==> src/rtl/trdb_branch_map.sv <==
// Branch map recorder: collects retired conditional branch outcomes for the packet emitter.
// Optional sticky overflow flag enabled by TRDB_BRANCH_MAP_OVERFLOW_EN.
module trdb_branch_map #(
    parameter int MAP_LEN = 31,
    localparam int CNT_W = $clog2(MAP_LEN + 1)
) (
    input  logic               clk_i,
    input  logic               rst_ni,
    input  logic               valid_i,
    input  logic               is_branch_i,
    input  logic               branch_taken_i,
    input  logic               flush_i,
    output logic [MAP_LEN-1:0] map_o,
    output logic [CNT_W-1:0]   branches_o,
    output logic               is_full_o,
    output logic               is_empty_o,
    output logic               overflow_o
);

    localparam logic [CNT_W-1:0] FULL_CNT = CNT_W'(MAP_LEN);

    logic [MAP_LEN-1:0] map_q, map_n, bit_v;
    logic [CNT_W-1:0]   cnt_q, cnt_n;
    logic               record;
    logic               full;

    assign record = valid_i & is_branch_i;
    assign full   = (cnt_q == FULL_CNT);

    always_ff @(posedge clk_i or negedge rst_ni) begin
        if (!rst_ni) begin
            map_q <= '0;
            cnt_q <= '0;
        end else begin
            map_q <= map_n;
            cnt_q <= cnt_n;
        end
    end

    // A flush clears first, so a coincident record lands at bit 0.
    always_comb begin
        map_n    = map_q;
        cnt_n    = cnt_q;
        bit_v    = '0;
        bit_v[0] = ~branch_taken_i;
        if (flush_i) begin
            map_n = record ? bit_v : '0;
            cnt_n = record ? CNT_W'(1) : '0;
        end else if (record && !full) begin
            map_n = map_q | (bit_v << cnt_q);
            cnt_n = cnt_q + CNT_W'(1);
        end
    end

    always_comb begin
        map_o      = map_q;
        branches_o = cnt_q;
        is_full_o  = full;
        is_empty_o = (cnt_q == '0);
    end

`ifdef TRDB_BRANCH_MAP_OVERFLOW_EN
    logic ovf_q;
    logic drop;

    assign drop = record & ~flush_i & full;

    always_ff @(posedge clk_i or negedge rst_ni) begin
        if (!rst_ni) begin
            ovf_q <= 1'b0;
        end else if (drop) begin
            ovf_q <= 1'b1;
        end
    end

    assign overflow_o = ovf_q;
`else
    assign overflow_o = 1'b0;
`endif

endmodule

==> config.mk <==
export PLATFORM = sky130hd
export DESIGN_NAME = trdb_branch_map
export DESIGN_NICKNAME = d
export VERILOG_FILES = /design/src/rtl/trdb_branch_map.sv
export SDC_FILE = /design/constraint.sdc
export NUM_CORES = 1
export LEC_CHECK = 0
export CORE_MARGIN = 2
export CORE_UTILIZATION = 50
export CTS_CLUSTER_SIZE = 40
export DETAILED_ROUTE_END_ITERATION = 10
export MAX_ROUTING_LAYER = met4
export PLACE_DENSITY = 0.82
export SLEW_MARGIN = 10
export SYNTH_ARGS = -nofsm -noshare
export SYNTH_HDL_FRONTEND = slang
export SYNTH_SLANG_ARGS = --single-unit
==> constraint.sdc <==
create_clock -name clk_i -period 5.5 [get_ports clk_i]
set_input_delay 1.1 -clock clk_i [delete_from_list [all_inputs] [get_ports clk_i]]
set_output_delay 1.1 -clock clk_i [all_outputs]
set_load 0.02 [all_outputs]
==> out/results.ini, run 1 <==
[routing]
dr_total_vias = 1326
drt-initial-drc-count = 45
drtPass1Iterations = 4
drc = 0
wire_per_inst_um = 14.5
viasPerCell = 5.43
wl_um = 3540
final_antenna_net_count = 0

[synth]
synth.distinct_cells = 31
synth_ff_type = dfrtp_1
async_flop_share_pct = 100
yosysWarnings = 0
synth_edf_count = 0
synth.largest_area_cell = dfrtp_1
synthCells = 155
synth_common_cells = dfrtp_1, inv_1, o22ai_1
synth_top_area_share_pct = 54.8
synth_nets = 164
synth.yosys.seq_area_share_pct = 54.8
synth_area_per_cell_um2 = 10.6
ys_seq_elements = 36
ys_top_cells_by_area = dfrtp_1, o22ai_1, inv_1
synth.most_common_cell = dfrtp_1
syn-cell-area_um2 = 1650

[power]
seqPwrFrac_pct = 54.6
p_leak_nw = 0.859
worst_ir_drop_vdd_uv = 133
internal_power_w = 0.000378
clkPwrFrac_pct = 36.7
sw_frac_of_total_pct = 23.7
p_comb_share_pct = 8.7
power.density_nw_per_um2 = 230
switchingPower_w = 0.000118

[grt]
grt_max_degree = 42
grt-ovfl-total = 0
grt.total_usage_pct = 21.7
first_global_vias = 1217
grt_pass1_wl_um = 5600
antenna_found_initial = 0

[clock_network]
cts_tree = yes
cts_resized = 0
cts_buffers = 5
h-tree-depth = 2
post_cts_buffers = 0
holdBufCountCts = 0
root_buffer = clkbuf_4
clk_latency_ns = 0.33
cts_buffer_depth = 2
clock_sinks = 36
path_clk_slew_ns = 0.10

[final_layout]
insertedDiodeCount = 0
utilization_pct = 69.3
drive_above_1_share_pct = 11.0
n_fill_cell = 262
fin_nets = 208
area_delta_synth_final_pct = 30.7

[job]
maxCapViolCount = 0

[worst_setup_path]
start_kind = flip-flop
timing_worst_setup_path_type = reg -> out
path_cells = inv_1, ha_1, nor4b_1, clkdlybuf4s50_1
crit_buf_inv = 2
crit_path_top_delay_cell = clkdlybuf4s50_1
crit_path_end_kind = output port
cp.arrival_ns = 2.24
path_max_fanout = 10
critical_path.top_delay_family = buffers and inverters
cp_slowest_stage_delay_ns = 0.70
worstPathRequired_ns = 4.40

[sta]
worst_slack_ns = 2.16
fin_setup_tns_ns = 0
skew_ns = 0.0104
setup_viol = 0
rsz0062_at_grt = false
max_freq_mhz = 299
layout_min_cycle_time_ns = 3.34
hold_ws_ns = 0.508
hold_viol = 0
finalMaxSlewViolations = 0
min_period_over_period_pct = 60.7

[floorplanning]
die-area_um2 = 3770
dieWidth_um = 61.4
core_area_um2 = 3100
core.rowCount = 20
fp.dieH_um = 61.4
start_util_pct = 53.0
ios = 45

[placement]
gp_congestion = 0.816
place_ws_ns = 2.65
hpwl_um = 2540
port_buffers = 43

[hold_path]
hp-class = reg -> reg

[run_status]
status = finished, final reports clean

## layer usage
metal | wire length, um | part of all wire [%] | track usage (%)
met1 | 1550 | 44 | 27.9
met2 | 1710 | 48 | 32.4
met3 | 203 | 5.7 | 6.09
met4 | 80 | 2.3 | 9.12
met5 | 0 | 0 | -
## state kept, by name, indices dropped and copies added, names as in the netlist
name and cells:
map_o 31, branches_o 5
## power groups by stage
stage / Clock, W / Sequential (W) / Combinational [W]
after floorplan: 0 / 0.000277 / 0.0000226
after global placement: 0 / 0.000275 / 0.0000420
after detailed placement: 0 / 0.000275 / 0.0000426
after CTS: 0.000184 / 0.000270 / 0.0000433
after global routing: 0.000196 / 0.000271 / 0.0000472
final: 0.000182 / 0.000271 / 0.0000429
## layout make-up
type                            instances  area (um2)  share of cell area, %
Sequential cell                        36         901                   41.9
Multi-Input combinational cell         82         564                   26.2
Timing Repair Buffer                   45         445                   20.7
Inverter                               29         109                   5.06
Tap cell                               44        55.1                   2.56
Clock buffer                            6        41.3                   1.92
Clock inverter                          2        35.0                   1.63
## cells by family (layout without fill, tap and decap cells)
group,count (synthesis),count (layout),share of synthesized area (%)
other cells,1,1,0.228
flops,36,36,54.8
xor+xnor,1,1,0.532
fa+ha+maj,3,3,2.28
simple gates,40,40,13.5
buf+inv,37,82,11.0
compound gates,37,37,17.8
## worst reg2reg max path, cell delays in order (launching register included)
cell	delay, ns
dfrtp_1	0.51
ha_1	0.27
and3_1	0.18
ha_1	0.22
and3b_1	0.48
nand4b_1	0.38
o22ai_1	0.24
## worst paths after layout
kind                       slack (ns)       endpoint          start  cells past startpoint
max                              2.16     is_empty_o  branches_o[0]                      4
min                              0.51       map_o[6]       map_o[6]                      2
max reg2reg                      3.14      map_o[28]  branches_o[0]                      6
min reg2reg                      0.51       map_o[6]       map_o[6]                      2
max in group asynchronous        4.01  branches_o[3]         rst_ni                      2
min in group asynchronous        1.17      map_o[22]         rst_ni                      2
## metrics by stage
step | total power (W) | instances | area [um2]
detailed placement | 0.000318 | 236 | 2070
CTS | 0.000497 | 244 | 2150
global route | 0.000514 | 244 | 2150
global placement | 0.000317 | 236 | 2070
floorplan | 0.000300 | 155 | 1650
finish | 0.000495 | 244 | 2150
## cells in the final DEF (no fill, tap or decap)
cell / count
conb_1: 1
nand4b_1: 2
nor4b_1: 1
nand3b_1: 2
o22ai_1: 19
o31ai_1: 1
a21oi_1: 3
or3_1: 1
o21a_1: 1
o32ai_1: 2
buf_4: 2
clkdlybuf4s50_1: 43
nor2_1: 10
dfrtp_1: 36
ha_1: 3
inv_1: 29
nand3_1: 2
o22ai_2: 8
clkbuf_4: 5
and3_1: 2
xor2_1: 1
nand2_1: 12
and3b_1: 1
nand2b_1: 2
clkbuf_1: 1
nor2b_4: 1
a41oi_1: 2
bufinv_16: 1
and2b_2: 1
nand3_2: 2
clkinv_2: 1
nor3_1: 1
a31o_2: 1
Note: power is estimated with default switching activity, not from simulation.
==> run 2, diff against run 1 <==
--- a/config.mk
+++ b/config.mk
@@ -6,11 +6,11 @@
 export NUM_CORES = 1
 export LEC_CHECK = 0
 export CORE_MARGIN = 2
-export CORE_UTILIZATION = 50
+export CORE_UTILIZATION = 47
 export CTS_CLUSTER_SIZE = 40
 export DETAILED_ROUTE_END_ITERATION = 10
 export MAX_ROUTING_LAYER = met4
-export PLACE_DENSITY = 0.82
+export PLACE_DENSITY = 0.77
 export SLEW_MARGIN = 10
 export SYNTH_ARGS = -nofsm -noshare
 export SYNTH_HDL_FRONTEND = slang
==> constraint.sdc (replaced) <==
create_clock -name clk_i -period 3.2 [get_ports clk_i]
set_input_delay 0.64 -clock clk_i [delete_from_list [all_inputs] [get_ports clk_i]]
set_output_delay 0.64 -clock clk_i [all_outputs]
set_load 0.02 [all_outputs]
==> out/results.ini, run 2 (same netlist as run 1, synthesis figures left out) <==
[final_layout]
area_delta_synth_final_pct = 30.9
most-common-layout-cells = clkdlybuf4s50_1, dfrtp_1, inv_1, o22ai_1, nand2_1
largest_reg_flops = 31
final_common_cell = clkdlybuf4s50_1
drive_above_1_share_pct = 11.0
fin_nets = 208
insertedDiodeCount = 0

[floorplanning]
dieWidth_um = 63.2
core.rowCount = 21
die-area_um2 = 3990
ios = 45
fp.dieH_um = 63.2
core_area_um2 = 3340
start_util_pct = 49.3

[worst_setup_path]
path_max_fanout = 11
cp_slowest_stage_delay_ns = 0.63
crit_path_end_kind = output port
cp.arrival_ns = 2.13
crit_path_top_delay_cell = clkdlybuf4s50_1
r2r-start = branches_o[0]
path_cells = ha_1, and3_1, ha_1, clkdlybuf4s50_1
start_kind = flip-flop
crit_top_cell = ha_1
timing_worst_setup_path_type = reg -> out
worstPathRequired_ns = 2.56
setup.worst_path.start = branches_o[1]

[power]
power.density_nw_per_um2 = 396
worst_ir_drop_vdd_uv = 244
p_leak_nw = 0.859

[placement]
gp_congestion = 0.815
hpwl_um = 2500
place_ws_ns = 0.824
port_buffers = 43

[clock_network]
cts_tree = yes
clock_sinks = 36
root_buffer = clkbuf_4
post_cts_buffers = 0
holdBufCountCts = 0
h-tree-depth = 2
cts_buffers = 5
cts_resized = 0
clk_latency_ns = 0.34
cts_buffer_depth = 2
path_clk_slew_ns = 0.10

[routing]
drtPass1Iterations = 4
met3_length_um = 212
routed.top_layer = met4
route.met2.wl_um = 1780
drc = 0
wl_met1_um = 1590
wl_um = 3620
final_antenna_net_count = 0
dr_total_vias = 1285
wire_per_inst_um = 14.7
drt-initial-drc-count = 43
viasPerCell = 5.22

[sta]
worst_slack_ns = 0.429
finalMaxSlewViolations = 0
max_freq_mhz = 361
hold_viol = 0
skew_ns = 0.00882
min_period_over_period_pct = 86.6
layout_min_cycle_time_ns = 2.77
fin_setup_tns_ns = 0
rsz0062_at_grt = false
hold_ws_ns = 0.505
setup_viol = 0

[job]
maxCapViolCount = 0

[hold_path]
hp-class = reg -> reg
min-delay-start = map_o[6]

[grt]
grt-ovfl-total = 0
grt.total_usage_pct = 21.4
first_global_vias = 1308
antenna_found_initial = 0
grt_pass1_wl_um = 6430
grt_max_degree = 41

[run_status]
status = finished, final reports clean

[run 2: cell counts in the layout (fill, tap and decap cells not counted)]
Identical to the previous run, type by type.
[run 2: worst max-delay path: cells and delay by family, from the launching register on]
family,cells,cell delay [ns]
AND/OR/NAND/NOR,1,0.17
buffers and inverters,1,0.63
flip-flops,1,0.54
adder cells (fa/ha/maj),2,0.45
[run 2: layer usage]
layer / vias up / global-route usage (%)
met5: - / -
met4: 0 / 9.72
met3: 4 / 6.43
met2: 44 / 32.2
met1: 627 / 26.8
li1: 610 / -
[run 2: power breakdown]
group | internal (W) | total [W] | switching [W]
combinational | 0.0000270 | 0.0000737 | 0.0000467
clock | 0.000164 | 0.000314 | 0.000150
sequential | 0.000458 | 0.000465 | 0.00000635
total | 0.000649 | 0.000852 | 0.000203
[run 2: through the flow]
stage | util, % | instance area [um2] | power, W | std cells
floorplan | - | 1650 | 0.000515 | 155
global placement | 62.2 | 2080 | 0.000545 | 238
detailed placement | 62.2 | 2080 | 0.000548 | 238
CTS | 64.5 | 2150 | 0.000860 | 246
global route | 64.5 | 2150 | 0.000888 | 246
finish | 64.5 | 2150 | 0.000852 | 246
[run 2: worst paths after layout]
kind | to | slack, ns | cells after the start
max in group asynchronous | map_o[6] | 2.16 | 2
min in group asynchronous | map_o[30] | 0.72 | 2
hold reg to reg | map_o[6] | 0.51 | 2
setup reg to reg | map_o[30] | 0.84 | 6
setup / recovery | is_full_o | 0.43 | 4
hold / removal | map_o[6] | 0.51 | 2
[run 2: cell type report]
| class | instances | area [um2] |
|---|---|---|
| clock inverters | 2 | 35.0 |
| clock buffers | 6 | 41.3 |
| inverters | 29 | 109 |
| well taps | 46 | 57.6 |
| multi-input cells | 82 | 564 |
| repair buffers | 45 | 445 |
| fillers | 299 | 1180 |
| flip-flops and latches | 36 | 901 |
==> run 3, diff against run 2 <==
--- a/config.mk
+++ b/config.mk
@@ -7,10 +7,11 @@
 export LEC_CHECK = 0
 export CORE_MARGIN = 2
 export CORE_UTILIZATION = 47
-export CTS_CLUSTER_SIZE = 40
+export CTS_CLUSTER_SIZE = 28
 export DETAILED_ROUTE_END_ITERATION = 10
 export MAX_ROUTING_LAYER = met4
 export PLACE_DENSITY = 0.77
+export SETUP_SLACK_MARGIN = 0.4
 export SLEW_MARGIN = 10
 export SYNTH_ARGS = -nofsm -noshare
 export SYNTH_HDL_FRONTEND = slang
==> out/results.ini, run 3 (same netlist as run 1, synthesis figures left out) <==
[run_status]
status = finished, final reports clean

[worst_setup_path]
path_max_fanout = 10
crit_path_end_kind = output port
start_kind = flip-flop
cp.arrival_ns = 2.03
worstPathRequired_ns = 2.56
timing_worst_setup_path_type = reg -> out

[floorplanning]
dieWidth_um = 63.2
core_area_um2 = 3340
core.rowCount = 21
start_util_pct = 49.3
fp.dieH_um = 63.2
die-area_um2 = 3990
ios = 45

[clock_network]
cts_buffers = 5
clk_latency_ns = 0.34
root_buffer = clkbuf_4
clock_sinks = 36
path_clk_slew_ns = 0.10
post_cts_buffers = 0
cts_tree = yes
cts_buffer_depth = 2
h-tree-depth = 2

[routing]
drtPass1Iterations = 4
final_antenna_net_count = 0
drc = 0
wl_met1_um = 1610
drt-initial-drc-count = 43
dr_total_vias = 1285
wl_um = 3620
viasPerCell = 5.22
route.met2.wl_um = 1670
met3_length_um = 265
routed.top_layer = met4
wire_per_inst_um = 14.7

[sta]
slew_headroom_pct = 66.3
setup_viol = 0
min_period_over_period_pct = 83.5
finalMaxSlewViolations = 0
layout_min_cycle_time_ns = 2.67
skew_ns = 0.00785
max_freq_mhz = 374
rsz0062_at_grt = false
tightestPinTransition_ns = 0.505
hold_viol = 0
fin_setup_tns_ns = 0

[final_layout]
most-common-layout-cells = clkdlybuf4s50_1, dfrtp_1, inv_1, o22ai_1, nand2_1
drive_above_1_share_pct = 12.0
post-route-cell-area_um2 = 2160
final_common_cell = clkdlybuf4s50_1
fin_nets = 208
n_fill_cell = 298
insertedDiodeCount = 0
area_delta_synth_final_pct = 31.0
largest_reg_flops = 31

[power]
p_leak_nw = 0.857
seqPwrFrac_pct = 54.6
worst_ir_drop_vdd_uv = 244
power.density_nw_per_um2 = 395
switchingPower_w = 0.000202
clkPwrFrac_pct = 36.7
p_comb_share_pct = 8.7
sw_frac_of_total_pct = 23.7
internal_power_w = 0.000650

[placement]
hpwl_um = 2500
placed_cell_area_um2 = 2080
port_buffers = 43
gp_congestion = 0.815

[grt]
antenna_found_initial = 0
grt_pass1_wl_um = 6430
grt-ovfl-total = 0
first_global_vias = 1308
grt_max_degree = 41
grt.total_usage_pct = 21.4

[hold_path]
hp-class = reg -> reg

[job]
maxCapViolCount = 0

[run 3: repair_timing]
action / in CTS / in global routing
hold endpoints to repair: 0 / 0
hold buffers: 0 / 0
setup endpoints to repair: 0 / 1
resized for setup: 0 / 2
[run 3: metal layers]
| layer | vias to the layer above | global-route usage, % |
|---|---|---|
| met2 | 50 | 32.2 |
| met1 | 616 | 26.8 |
| met5 | - | - |
| li1 | 609 | - |
| met4 | 0 | 9.72 |
| met3 | 10 | 6.43 |
[run 3: worst paths after layout]
path | cells after the start | start | slack (ns) | end
max | 4 | branches_o[0] | 0.53 | is_full_o
min | 2 | map_o[6] | 0.51 | map_o[6]
max reg2reg | 6 | branches_o[0] | 0.88 | map_o[30]
min reg2reg | 2 | map_o[6] | 0.51 | map_o[6]
max in group asynchronous | 2 | rst_ni | 2.14 | branches_o[0]
min in group asynchronous | 2 | rst_ni | 0.71 | map_o[30]
[run 3: layout make-up]
cell class	instances	area (um2)	share of cell area, %
clock buffer	6	41.3	1.92
clock inverter	2	35.0	1.63
inverter	29	109	5.05
sequential	36	903	41.9
multi-input combinational	82	564	26.2
tap	46	57.6	2.67
timing repair buffer	45	445	20.7
[run 3: worst max-delay path, cell delays in order (launching register included)]
cell and delay (ns):
dfrtp_2 0.49, ha_1 0.24, and3_1 0.19, ha_1 0.22, clkdlybuf4s50_1 0.55
[run 3: power groups by stage]
stage	Combinational [W]	Sequential, W	Clock [W]
detailed placement	0.0000742	0.000473	0
floorplan	0.0000389	0.000476	0
CTS	0.0000747	0.000465	0.000320
global placement	0.0000722	0.000473	0
finish	0.0000738	0.000465	0.000312
global route	0.0000824	0.000466	0.000339
[run 3: through the flow]
stage	util [%]	total power [W]	instances	hold slack, ns	setup WS (ns)
finish	64.6	0.000851	246	0.508	0.528
global route	64.6	0.000888	246	0.549	0.427
CTS	64.5	0.000860	246	0.507	0.423
detailed placement	62.2	0.000548	238	0.481	0.824
global placement	62.2	0.000545	238	0.474	0.897
floorplan	-	0.000515	155	0.344	1.02
